[src/rtl/alu_pkg.sv]
// alu_pkg: definitions shared by the sequential ALU and its iteration datapath.
//   DEFAULT_WIDTH   default operand/result width
//   OP_*            4-bit operation codes (1010..1111 are illegal)
//   state_t         control FSM encoding: ST_IDLE, ST_ITER, ST_FIN
package alu_pkg;

  localparam int DEFAULT_WIDTH = 32;

  localparam logic [3:0] OP_ADD  = 4'b0000;
  localparam logic [3:0] OP_SUB  = 4'b0001;
  localparam logic [3:0] OP_SLTU = 4'b0010;
  localparam logic [3:0] OP_SRL  = 4'b0011;
  localparam logic [3:0] OP_SLL  = 4'b0100;
  localparam logic [3:0] OP_OR   = 4'b0101;
  localparam logic [3:0] OP_AND  = 4'b0110;
  localparam logic [3:0] OP_XOR  = 4'b0111;
  localparam logic [3:0] OP_MUL  = 4'b1000;
  localparam logic [3:0] OP_DIVU = 4'b1001;

  typedef enum logic [1:0] {
    ST_IDLE = 2'd0,
    ST_ITER = 2'd1,
    ST_FIN  = 2'd2
  } state_t;

endpackage

[src/rtl/seq_alu_iter.sv]
// seq_alu_iter: shared shift-add multiply / restoring divide datapath.
// One product or quotient bit is produced per cycle while run=1.
// Configuration macro: SEQ_ALU_DIV_EN (when undefined only multiply exists).
// Ports:
//   clk, srst        clock, synchronous active-high reset
//   load             capture a/b and preset counter to WIDTH-1
//   run              perform one iteration step this cycle
//   is_div           (SEQ_ALU_DIV_EN only) loaded op is a divide
//   a, b             operands (multiplier/dividend, multiplicand/divisor)
//   lo_step/hi_step  value the low/high registers take after this step
//                    (MUL: product low/high, DIVU: quotient/remainder)
//   last             counter has reached 0: current step is the final one
module seq_alu_iter
  import alu_pkg::*;
#(
  parameter int WIDTH = DEFAULT_WIDTH,
  parameter int CNT_W = $clog2(WIDTH)
) (
  input  logic             clk,
  input  logic             srst,
  input  logic             load,
  input  logic             run,
`ifdef SEQ_ALU_DIV_EN
  input  logic             is_div,
`endif
  input  logic [WIDTH-1:0] a,
  input  logic [WIDTH-1:0] b,
  output logic [WIDTH-1:0] lo_step,
  output logic [WIDTH-1:0] hi_step,
  output logic             last
);

  logic [WIDTH-1:0] acc_q, acc_d;   // product high word / partial remainder
  logic [WIDTH-1:0] mq_q, mq_d;     // multiplier shifting out / quotient shifting in
  logic [WIDTH-1:0] opb_q, opb_d;   // multiplicand / divisor
  logic [CNT_W-1:0] cnt_q, cnt_d;
  logic [WIDTH:0]   mul_sum;
`ifdef SEQ_ALU_DIV_EN
  logic             div_q, div_d;
  logic [WIDTH:0]   div_shift;
  logic [WIDTH:0]   div_diff;
`endif

  always_comb begin
    // Shift-add: add multiplicand if the current multiplier LSB is set, then
    // shift {acc, mq} right by one so the product assembles across both words.
    mul_sum = {1'b0, acc_q} + (mq_q[0] ? {1'b0, opb_q} : '0);
    hi_step = mul_sum[WIDTH:1];
    lo_step = {mul_sum[0], mq_q[WIDTH-1:1]};
`ifdef SEQ_ALU_DIV_EN
    // Restoring divide: shift the next dividend bit into the remainder and
    // trial-subtract. The extra top bit of div_diff is the borrow. With b=0
    // every trial succeeds, which naturally yields all-ones and remainder=a.
    div_shift = {acc_q, mq_q[WIDTH-1]};
    div_diff  = div_shift - {1'b0, opb_q};
    if (div_q) begin
      if (!div_diff[WIDTH]) begin
        hi_step = div_diff[WIDTH-1:0];
        lo_step = {mq_q[WIDTH-2:0], 1'b1};
      end else begin
        hi_step = div_shift[WIDTH-1:0];
        lo_step = {mq_q[WIDTH-2:0], 1'b0};
      end
    end
`endif
  end

  always_comb begin
    acc_d = acc_q;
    mq_d  = mq_q;
    opb_d = opb_q;
    cnt_d = cnt_q;
`ifdef SEQ_ALU_DIV_EN
    div_d = div_q;
`endif
    if (load) begin
      acc_d = '0;
      mq_d  = a;
      opb_d = b;
      cnt_d = CNT_W'(WIDTH - 1);
`ifdef SEQ_ALU_DIV_EN
      div_d = is_div;
`endif
    end else if (run) begin
      acc_d = hi_step;
      mq_d  = lo_step;
      cnt_d = cnt_q - CNT_W'(1);
    end
  end

  always_ff @(posedge clk) begin
    if (srst) begin
      acc_q <= '0;
      mq_q  <= '0;
      opb_q <= '0;
      cnt_q <= '0;
`ifdef SEQ_ALU_DIV_EN
      div_q <= 1'b0;
`endif
    end else begin
      acc_q <= acc_d;
      mq_q  <= mq_d;
      opb_q <= opb_d;
      cnt_q <= cnt_d;
`ifdef SEQ_ALU_DIV_EN
      div_q <= div_d;
`endif
    end
  end

  assign last = (cnt_q == '0);

endmodule

[src/rtl/seq_alu.sv]
// seq_alu: sequential ALU with registered single-cycle ops plus iterative
// unsigned MUL and (optionally) DIVU, driven by a start/busy/done handshake.
// Configuration macro: SEQ_ALU_DIV_EN enables DIVU; otherwise op 1001 is
// treated as illegal and div_by_zero is tied low.
// Ports:
//   CLK, Reset     clock, synchronous active-high reset
//   start, op      request pulse and op code (ignored while busy)
//   a, b           operands, sampled with an accepted start
//   busy           multi-cycle op iterating
//   done           one-cycle completion pulse
//   result         primary result (held until next done)
//   result_hi      MUL high word / DIVU remainder, else 0
//   zero           result == 0 for the completed op
//   div_by_zero    last completed op was DIVU with b == 0
module seq_alu
  import alu_pkg::*;
#(
  parameter int WIDTH = DEFAULT_WIDTH,
  parameter int CNT_W = $clog2(WIDTH)
) (
  input  logic             CLK,
  input  logic             Reset,
  input  logic             start,
  input  logic [3:0]       op,
  input  logic [WIDTH-1:0] a,
  input  logic [WIDTH-1:0] b,
  output logic             busy,
  output logic             done,
  output logic [WIDTH-1:0] result,
  output logic [WIDTH-1:0] result_hi,
  output logic             zero,
  output logic             div_by_zero
);

  state_t           state_q, state_d;
  logic [WIDTH-1:0] result_q, result_d;
  logic [WIDTH-1:0] result_hi_q, result_hi_d;
  logic             zero_q, zero_d;
  logic             accept, is_multi, iter_load, iter_last;
  logic [WIDTH-1:0] single_res, iter_lo, iter_hi;
  logic             shift_oob;
`ifdef SEQ_ALU_DIV_EN
  logic             div_op_q, div_op_d;
  logic             b_zero_q, b_zero_d;
  logic             dbz_q, dbz_d;
  logic             is_div;
`endif

  // WIDTH is a power of two, so any set bit above the shift-amount field
  // means b >= WIDTH.
  assign shift_oob = (b[WIDTH-1:CNT_W] != '0);

  always_comb begin
    case (op)
      OP_ADD:  single_res = a + b;
      OP_SUB:  single_res = a - b;
      OP_SLTU: single_res = {{(WIDTH-1){1'b0}}, (a < b)};
      OP_SRL:  single_res = shift_oob ? '0 : (a >> b[CNT_W-1:0]);
      OP_SLL:  single_res = shift_oob ? '0 : (a << b[CNT_W-1:0]);
      OP_OR:   single_res = a | b;
      OP_AND:  single_res = a & b;
      OP_XOR:  single_res = a ^ b;
      default: single_res = '0;
    endcase
  end

`ifdef SEQ_ALU_DIV_EN
  assign is_div   = (op == OP_DIVU);
  assign is_multi = (op == OP_MUL) || is_div;
`else
  assign is_multi = (op == OP_MUL);
`endif

  assign accept = start && (state_q != ST_ITER);

  always_comb begin
    state_d     = state_q;
    result_d    = result_q;
    result_hi_d = result_hi_q;
    zero_d      = zero_q;
    iter_load   = 1'b0;
`ifdef SEQ_ALU_DIV_EN
    div_op_d    = div_op_q;
    b_zero_d    = b_zero_q;
    dbz_d       = dbz_q;
`endif
    if (state_q == ST_ITER) begin
      // Latch the final step's values on the same edge that enters FIN.
      if (iter_last) begin
        state_d     = ST_FIN;
        result_d    = iter_lo;
        result_hi_d = iter_hi;
        zero_d      = (iter_lo == '0);
`ifdef SEQ_ALU_DIV_EN
        dbz_d       = div_op_q && b_zero_q;
`endif
      end
    end else if (accept) begin
      if (is_multi) begin
        state_d   = ST_ITER;
        iter_load = 1'b1;
`ifdef SEQ_ALU_DIV_EN
        div_op_d  = is_div;
        b_zero_d  = (b == '0);
`endif
      end else begin
        state_d     = ST_FIN;
        result_d    = single_res;
        result_hi_d = '0;
        zero_d      = (single_res == '0);
`ifdef SEQ_ALU_DIV_EN
        dbz_d       = 1'b0;
`endif
      end
    end else if (state_q == ST_FIN) begin
      state_d = ST_IDLE;
    end
  end

  always_ff @(posedge CLK) begin
    if (Reset) begin
      state_q     <= ST_IDLE;
      result_q    <= '0;
      result_hi_q <= '0;
      zero_q      <= 1'b1;
`ifdef SEQ_ALU_DIV_EN
      div_op_q    <= 1'b0;
      b_zero_q    <= 1'b0;
      dbz_q       <= 1'b0;
`endif
    end else begin
      state_q     <= state_d;
      result_q    <= result_d;
      result_hi_q <= result_hi_d;
      zero_q      <= zero_d;
`ifdef SEQ_ALU_DIV_EN
      div_op_q    <= div_op_d;
      b_zero_q    <= b_zero_d;
      dbz_q       <= dbz_d;
`endif
    end
  end

  seq_alu_iter #(
    .WIDTH (WIDTH),
    .CNT_W (CNT_W)
  ) u_iter (
    .clk     (CLK),
    .srst    (Reset),
    .load    (iter_load),
    .run     (state_q == ST_ITER),
`ifdef SEQ_ALU_DIV_EN
    .is_div  (is_div),
`endif
    .a       (a),
    .b       (b),
    .lo_step (iter_lo),
    .hi_step (iter_hi),
    .last    (iter_last)
  );

  assign busy      = (state_q == ST_ITER);
  assign done      = (state_q == ST_FIN);
  assign result    = result_q;
  assign result_hi = result_hi_q;
  assign zero      = zero_q;
`ifdef SEQ_ALU_DIV_EN
  assign div_by_zero = dbz_q;
`else
  assign div_by_zero = 1'b0;
`endif

endmodule

[config.mk]
export PLATFORM = sky130hd
export DESIGN_NAME = seq_alu
export DESIGN_NICKNAME = d
export VERILOG_FILES = /design/src/rtl/alu_pkg.sv /design/src/rtl/seq_alu_iter.sv /design/src/rtl/seq_alu.sv
export SDC_FILE = /design/constraint.sdc
export NUM_CORES = 1
export LEC_CHECK = 0
export ABC_AREA = 0
export CAP_MARGIN = 10
export CELL_PAD_IN_SITES_DETAIL_PLACEMENT = 0
export CELL_PAD_IN_SITES_GLOBAL_PLACEMENT = 2
export CORE_MARGIN = 5
export CORE_UTILIZATION = 32
export CTS_CLUSTER_SIZE = 10
export DETAILED_ROUTE_END_ITERATION = 8
export PLACE_DENSITY = 0.75
export SLEW_MARGIN = 10
export SYNTH_ARGS = -nofsm -noshare
export SYNTH_HDL_FRONTEND = slang
export SYNTH_HIERARCHICAL = 1
export SYNTH_SLANG_ARGS = --single-unit
[constraint.sdc]
create_clock -name CLK -period 5.4 [get_ports CLK]
set_input_delay 1.35 -clock CLK [delete_from_list [all_inputs] [get_ports CLK]]
set_output_delay 1.35 -clock CLK [all_outputs]
set_load 0.005 [all_outputs]
## After elaboration in Yosys (flattened, before gate mapping)

Index checks and enable logic that the tools add are counted.

- Bitwise logic cells: 3
- Multiplexer cells: 28
- Magnitude comparators: 1
- Multipliers: 0
- Eq/ne operators: 13
- Add/subtract/negate cells: 4
- Reduce and logical (&&, ||, !) cells: 12
- Divide/modulo/power cells: 0
- Shift-type cells: 2

Operator list:

| kind | number |
|---|---|
| 32-bit 2-to-1 mux | 13 |
| 32-bit case mux with 8 select lines | 1 |
| 32-bit logical NOT | 2 |
| 32-bit by 33-bit adder with 33-bit output | 1 |
| 32-bit adder | 1 |
| 32-bit AND | 1 |
| 32-bit less-than comparator | 1 |
| 32-bit OR | 1 |
| 32-bit by 5-bit << shifter with 32-bit output | 1 |
| 32-bit by 5-bit >> shifter with 32-bit output | 1 |
| 32-bit subtractor | 1 |
| 32-bit XOR | 1 |
| 27-bit nonzero test | 1 |
| 4-bit by 3-bit equality test with 1-bit output, second input constant | 4 |
| 2-bit 2-to-1 mux | 5 |
| 5-bit 2-to-1 mux | 2 |
| 4-bit by 2-bit equality test with 1-bit output, second input constant | 2 |
| 1-bit 2-to-1 mux | 7 |
| 5-bit logical NOT | 1 |
| 5-bit by 1-bit subtractor with 5-bit output, second input constant | 1 |
| 4-bit by 1-bit equality test with 1-bit output, second input constant | 1 |
| 4-bit equality test, second input constant | 1 |
| 4-bit logical NOT | 1 |
| 2-bit by 1-bit inequality test with 1-bit output, second input constant | 2 |
| other kinds (9) | 10 |

- Bits in latches: 0
- Bits of input ports: 71
- Word-level logic and storage cells: 71
- RAM bits: 0
- ROM bits: 0
- Memories: 0
- Register bits: 168

## Depth between registers and ports, before layout

Gate-level depths: netlist of run 1.

- Depth in word-level cells: 7
- Mapped depth: 18

## By module

Netlist of run 1, hierarchy kept.

By module, submodules not included:

| module | cells each | area each (um^2) | sequential area each (um^2) | times used |
|---|---|---|---|---|
| seq_alu | 1756 | 12635.9 | 1341.3 | 1 |
| seq_alu_iter | 747 | 6203.4 | 2021.9 | 1 |

## Least setup slack after synthesis of run 1

No wires, ideal clock.

- Path type: input to register
- Start point: input b[1]
- End point: register zero_q (netlist: zero)
- Buffers on the path: 4
- Setup time: 69 ps
- Data arrival time: 5382 ps
- Slack: -51 ps
- Stages on the path: 16
- Path through: buf_2 clkinv_1 buf_2 clkbuf_1 buf_1 ha_1 o21ba_1 or4_1 a21oi_1 nor4_2 o2111ai_1 nand3_1 a31o_1 or3_1 or4b_1 o21ai_1

- Word-level cells in the longest chain between the ends: 7
- Elaborated cells between the ends (all ways): 15

Ends and longest elaborated chain:

| what | RTL line | text |
|---|---|---|
| start, declared | seq_alu.sv:26 | `input logic [WIDTH-1:0] b,` |
| parallel branches: the longest is 2 deep, another holds 32-bit subtractor | -- |  |
| 32-bit case mux with 8 select lines * | seq_alu.sv:54 | `case (op)` |
| 32-bit logical NOT * | seq_alu.sv:110 | `zero_d = (single_res == '0);` |
| 1-bit 2-to-1 mux * | seq_alu.sv:99 | `if (is_multi) begin` |
| 1-bit 2-to-1 mux * | seq_alu.sv:98 | `end else if (accept) begin` |
| 1-bit 2-to-1 mux * | seq_alu.sv:87 | `if (state_q == ST_ITER) begin` |
| end signal, assigned | seq_alu.sv:135 | `zero_q <= zero_d;` |
| end, declared | seq_alu.sv:38 | `logic zero_q, zero_d;` |

Mark *: on every way between the ends. The select of a mux whose other input is x is not followed.
A chain may end at the register's enable or synchronous reset.

## Worst setup path after layout of run 1

- Start point: input a[1]
- End point: register zero_q (netlist: zero)

- Word-level cells in the longest chain between the ends: 7
- Elaborated cells between the ends (all ways): 15

Ends and longest elaborated chain:

| what | RTL line | text |
|---|---|---|
| start, declared | seq_alu.sv:25 | `input logic [WIDTH-1:0] a,` |
| parallel branches: the longest is 2 deep, another holds 32-bit subtractor | -- |  |
| 32-bit case mux with 8 select lines * | seq_alu.sv:54 |  |
| 32-bit logical NOT * | seq_alu.sv:110 |  |
| 1-bit 2-to-1 mux * | seq_alu.sv:99 |  |
| 1-bit 2-to-1 mux * | seq_alu.sv:98 |  |
| 1-bit 2-to-1 mux * | seq_alu.sv:87 |  |

Marks and branches as above.

==> flow_metrics.py, run 1 <==
metrics = {
    "global_route": {
        "grt_max_degree": 97,
        "grt-ovfl-total": 0,
        "grt_pass1_wl_mm": 149,
        "grt_pass1_vias": 20233,
        "antenna_found_initial": 6,
        "grt_usage_pct": 31.7,
    },
    "cts": {
        "cts.clk_slew.worst_paths_ns": 0.08,
        "cts_root_buf": "clkbuf_16",
        "cts_setup_buffers": 0,
        "postCtsHoldBufs": 0,
        "cts_tree": "yes",
        "clkSinkCount": 168,
        "numCtsBuffers": 17,
        "cts_max_level": 4,
        "clock_latency_ns": 0.44,
        "cts.path.max_buffers": 2,
        "cts_resized": 0,
    },
    "cells_and_area": {
        "syn2layout_area_growth_pct": 24.9,
        "diodes": 0,
        "drive_gt1_share_pct": 17.8,
        "final_nets": 3008,
    },
    "die": {
        "initial_core_util_pct": 32.1,
        "die_h_um": 253,
        "io_pins": 139,
        "core_area_um2": 58700,
        "rows": 89,
        "dieArea_um2": 63800,
        "die_x_um": 253,
    },
    "logic_synthesis": {
        "async_flop_share_pct": 0,
        "synth.area.top_cells": "dfxtp_1, ha_1, mux2i_1",
        "synth.avg_cell_area_um2": 7.53,
        "ys_types": 102,
        "syn_area_um2": 18800,
        "synth_edf_count": 0,
        "synth_fp_nets": 2720,
        "yosys_warnings": 6,
        "yosysTopAreaCell": "dfxtp_1",
        "synth-seq-area-share_pct": 17.9,
        "synth_top_area_share_pct": 17.9,
        "ys_ff_latch": 168,
        "syn_inst": 2503,
        "ys.flop_type": "dfxtp_1",
    },
    "pwr": {
        "total_power_w": 0.00425,
        "p_per_area_nw_per_um2": 180,
        "max-vdd-ir-drop_mv": 0.216,
        "p_leak_nw": 9.80,
    },
    "min_path": {
        "worstHoldStart": "result[13]",
        "min_path_type": "flop to flop",
    },
    "critical_path": {
        "critPathArrivalTime_ns": 5.57,
        "cp_max_fo": 4,
        "worst_setup_path_start_kind": "input port",
        "end_kind": "flop",
        "critPathRequiredTime_ns": 5.78,
        "cp-startpoint": "a[1]",
        "path_class": "input port to flop",
        "r2r-start": "u_iter/mq_q[0]",
    },
    "timing": {
        "rsz0062_at_grt": "false",
        "slew_headroom_pct": 29.0,
        "finClkSkew_ns": 0.0112,
        "hold_viol": 0,
        "worstMarginPinSlew_ns": 1.04,
        "drv_slew": 0,
        "whs_ns": 0.456,
        "setup_violations": 0,
        "fmax_ghz": 0.193,
        "period_share_pct": 96.1,
        "post-route-min-period_ns": 5.19,
    },
    "routing": {
        "drc_errors": 0,
        "dr.pass1.iters": 6,
        "wirelength_met1_mm": 47.3,
        "routed_wl_mm": 106,
        "drtIter0Drc": 2249,
        "antenna_left": 0,
        "vias_per_cell": 5.98,
        "vias": 21375,
        "routedWlPerCell_um": 29.6,
        "met3WireLength_mm": 7.90,
        "wl_met2_mm": 46.3,
        "top_layer": "met5",
    },
    "job": {
        "maxCapViolCount": 0,
    },
    "status": {
        "status": "complete, no violations",
    },
    "placement": {
        "dpl.hpwl_mm": 86.5,
        "gp_congestion": 1.02,
        "portBuffers": 137,
    },
}
[worst max-delay path, stage by stage]
cell             delay (ns)
clkdlybuf4s50_1        0.49
inv_1                  0.10
ha_1                   0.36
a211oi_1               0.50
o21ai_0                0.34
a211oi_1               0.40
o211ai_1               0.23
o2111ai_1              0.30
a21oi_1                0.15
o21ai_0                0.17
o31ai_1                0.09
or3_1                  0.41
or4b_1                 0.53
o21ai_1                0.13
[cell families after synthesis]
| logic type | Yosys count | synth area share [%] |
|---|---|---|
| and+or+nand+nor | 833 | 20.7 |
| adders and majority gates | 146 | 9.82 |
| other | 1 | 0.0199 |
| xor gates and xnor gates | 45 | 2.09 |
| AOI/OAI and AO/OA | 756 | 27.3 |
| buffers and inverters | 330 | 7.66 |
| muxes | 224 | 14.6 |
| DFF | 168 | 17.9 |
[synth_stat cells, drive strengths merged, types with 24 or more instances]
master  number
nor2       343
a21oi      209
nand2      191
dfxtp      168
mux2i      153
ha         143
o21ai      129
clkbuf     121
inv        113
buf         93
o211ai      53
nor3        44
a22oi       43
and2        40
nand3       38
mux4        37
nor4        37
mux2        34
a21o        30
a221oi      28
nand4       28
xnor2       28
o22ai       27
nor2b       26
a211oi      24
[layout by cell type, fill, tap and decap left out, types with 14 or more instances in the layout]
master           instances
clkbuf_16               17
and2_1                  39
buf_4                  335
a31oi_1                 14
a22o_1                  20
nor4_1                  33
nor2b_1                 26
nor3_1                  43
dfxtp_1                168
nor2_1                 337
nand2_1                190
a21oi_1                204
o22ai_1                 27
o21ai_1                 18
mux2i_1                153
nand3_1                 37
a221oi_1                28
mux2_2                  24
a211oi_1                24
ha_1                   142
nand2b_1                22
mux4_2                  37
o211ai_1                52
a21o_1                  30
clkdlybuf4s50_1        132
inv_1                  109
o221ai_1                18
a22oi_1                 43
xor2_1                  17
nand4_1                 28
o21ai_0                111
xnor2_1                 28
o31ai_1                 20
[state kept, by name (all words and copies together) (netlist names)]
signal,flops
u_iter/acc_q,32
zero,1
result_hi,32
u_iter/mq_q,32
u_iter/opb_q,32
result,32
state_q,2
u_iter/cnt_q,5
[power by group]
| group | switching (W) | internal [W] | leakage, nW | total (W) |
|---|---|---|---|---|
| combinational | 0.00107 | 0.000679 | 8.16 | 0.00175 |
| sequential | 0.0000208 | 0.00126 | 1.36 | 0.00128 |
| clock | 0.000605 | 0.000612 | 0.279 | 0.00122 |
[stage by stage]
step	setup WS, ns	cell area [um^2]	utilization, %	setup TNS (ns)	std cells
after detailed placement	-0.153	23000	39.1	-0.308	3545
after floorplan	0.100	18800	-	0	2503
after global placement	-0.133	23000	39.1	-0.259	3545
final	0.209	23500	40.1	0	3577
after CTS	0.306	23500	40.1	0	3577
after global routing	0.118	23500	40.1	0	3577
[per-layer routing]
| metal | GRT usage (%) | up-vias |
|---|---|---|
| met4 | 11.4 | 8 |
| li1 | - | 9784 |
| met1 | 43.9 | 10512 |
| met5 | 0 | - |
| met2 | 48.9 | 906 |
| met3 | 6.49 | 165 |
[path summary, 6_finish.rpt]
kind / cells past startpoint / to / slack (ns)
worst min-delay path: 2 / result[13] / 0.46
worst max register to register: 10 / result_hi[30] / 1.71
worst min register to register: 2 / result[13] / 0.46
worst max-delay path: 14 / zero / 0.21
[area by class of cell]
class / instances / area (um^2)
clock inverters: 15 / 140
fillers: 6150 / 35100
repair buffers: 483 / 4110
flip-flops and latches: 168 / 3360
inverters: 116 / 435
clock buffers: 17 / 425
well taps: 773 / 967
multi-input cells: 2005 / 14100
Note: power is estimated with default switching activity, not from simulation.
==> run 2, diff against run 1 <==
- CORE_ASPECT_RATIO: default -> 0.8
- PLACE_DENSITY: 0.75 -> 0.78
==> flow_metrics.py, run 2 (synthesized netlist as in run 1, its figures left out) <==
metrics = {
    "routing": {
        "dr.pass1.iters": 6,
        "drc_errors": 0,
        "antenna_left": 0,
        "vias": 21663,
        "routedWlPerCell_um": 28.5,
        "drtIter0Drc": 2625,
        "routed_wl_mm": 103,
        "vias_per_cell": 5.98,
    },
    "critical_path": {
        "critPathMaxStageDelay_ns": 0.57,
        "critPathArrivalTime_ns": 5.64,
        "rr_worst_depth": 11,
        "path_cells": "clkdlybuf4s50_1 > buf_4 > mux2_1 > mux4_2 > a222oi_1 > buf_4 > nor2_1 > nor4_1 > o221ai_1 > nor4_2 > nand4_1 > buf_4 > nor4_2 > nand4_1 > o21ai_1",
        "end_kind": "flop",
        "cp_slowest_cell": "mux4_2",
        "path_class": "input port to flop",
        "critPathTopFamily": "simple AND/OR/NAND/NOR gates",
        "cp_num_buf_inv": 4,
        "cp_max_fo": 10,
        "path_common_cell": "buf_4",
        "reg2reg_to": "result_hi[28]",
        "critPathRequiredTime_ns": 5.77,
        "r2r_setup_slack_ns": 1.88,
        "r2r-start": "u_iter/mq_q[0]",
        "worst_setup_path_start_kind": "input port",
    },
    "cells_and_area": {
        "final_common_cell": "buf_4",
        "finish.utilization_pct": 41.0,
        "syn2layout_area_growth_pct": 26.7,
        "fill_cells": 6052,
        "drive_gt1_share_pct": 19.1,
        "layout_common_cells": "buf_4, nor2_1, a21oi_1",
        "final_nets": 3052,
        "finalInstanceArea_um2": 23900,
    },
    "cts": {
        "cts.path.max_buffers": 2,
        "cts_resized": 0,
        "numCtsBuffers": 17,
        "cts.clk_slew.worst_paths_ns": 0.08,
        "cts_setup_buffers": 0,
        "cts_max_level": 4,
        "cts_root_buf": "clkbuf_16",
        "postCtsHoldBufs": 0,
        "clkSinkCount": 168,
        "cts_tree": "yes",
        "clock_latency_ns": 0.45,
    },
    "die": {
        "rows": 79,
        "io_pins": 139,
        "initial_core_util_pct": 32.4,
        "dieArea_um2": 63900,
        "die_h_um": 227,
        "die_x_um": 281,
        "core_area_um2": 58200,
    },
    "status": {
        "status": "complete, no violations",
    },
    "placement": {
        "portBuffers": 137,
        "preCtsSetupSlack_ns": -0.296,
        "placed_area_um2": 23300,
        "gp_congestion": 1.00,
        "dpl.hpwl_mm": 84.7,
    },
    "timing": {
        "period_share_pct": 97.6,
        "fmax_ghz": 0.190,
        "hold_viol": 0,
        "setup_violations": 0,
        "drv_slew": 0,
        "rsz0062_at_grt": "false",
        "finClkSkew_ns": 0.0118,
        "slew_headroom_pct": 21.8,
        "post-route-min-period_ns": 5.27,
        "worstMarginPinSlew_ns": 1.16,
        "worst_slack_ns": 0.131,
        "fin_tns_setup_ns": 0,
    },
    "pwr": {
        "p_per_area_nw_per_um2": 180,
        "total_power_w": 0.00429,
        "max-vdd-ir-drop_mv": 0.164,
        "p_leak_nw": 10.0,
    },
    "global_route": {
        "grt_pass1_vias": 20444,
        "antenna_found_initial": 3,
        "grt_pass1_wl_mm": 147,
        "grt_usage_pct": 31.1,
        "grt-ovfl-total": 0,
        "grt_max_degree": 76,
    },
    "min_path": {
        "worstHoldStart": "result[24]",
        "holdPathEnd": "result[24]",
        "min_path_type": "flop to flop",
        "whs_path_depth": 2,
    },
    "job": {
        "maxCapViolCount": 0,
    },
}
==> run 2: worst max path at each step <==
stage               start   end  cells after the start
floorplan            b[3]  zero                     15
global placement     a[1]  zero                     16
detailed placement   a[1]  zero                     16
CTS                  a[1]  zero                     16
global route         a[0]  zero                     16
finish               a[3]  zero                     15
==> run 2: layer usage <==
metal | global-route usage, % | vias up | routed length (um)
met5 | 0 | - | 0
met4 | 6.84 | 0 | 2290
met3 | 5.44 | 114 | 8550
met2 | 45.7 | 1075 | 42800
met1 | 47.5 | 10610 | 49400
li1 | - | 9864 | -
==> run 2: stage by stage <==
step           std cells  hold slack [ns]
4_1_cts             3616            0.470
5_1_grt             3617            0.499
3_3_place_gp        3584            0.448
2_1_floorplan       2503            0.448
6_report            3621            0.470
3_5_place_dp        3584            0.459
==> run 2: worst min-delay path: stages, from the launching register on <==
cell     delay (ns)
dfxtp_1        0.32
nand2_1        0.05
a21oi_1        0.05
==> run 2: final cells by class <==
| cell class | instances | area [um^2] | area share (%) |
|---|---|---|---|
| Tap cell | 769 | 962 | 4.03 |
| Timing Repair Buffer | 527 | 4430 | 18.6 |
| Antenna cell | 4 | 10.0 | 0.0419 |
| Clock inverter | 13 | 133 | 0.555 |
| Multi-Input combinational cell | 2005 | 14100 | 59.0 |
| Inverter | 116 | 435 | 1.82 |
| Sequential cell | 168 | 3360 | 14.1 |
| Clock buffer | 19 | 453 | 1.90 |
==> run 2: where the power goes <==
part / switching (W) / total (W) / internal [W]
combinational: 0.00105 / 0.00175 / 0.000703
sequential: 0.0000238 / 0.00129 / 0.00126
clock: 0.000613 / 0.00125 / 0.000640
total: 0.00168 / 0.00429 / 0.00261
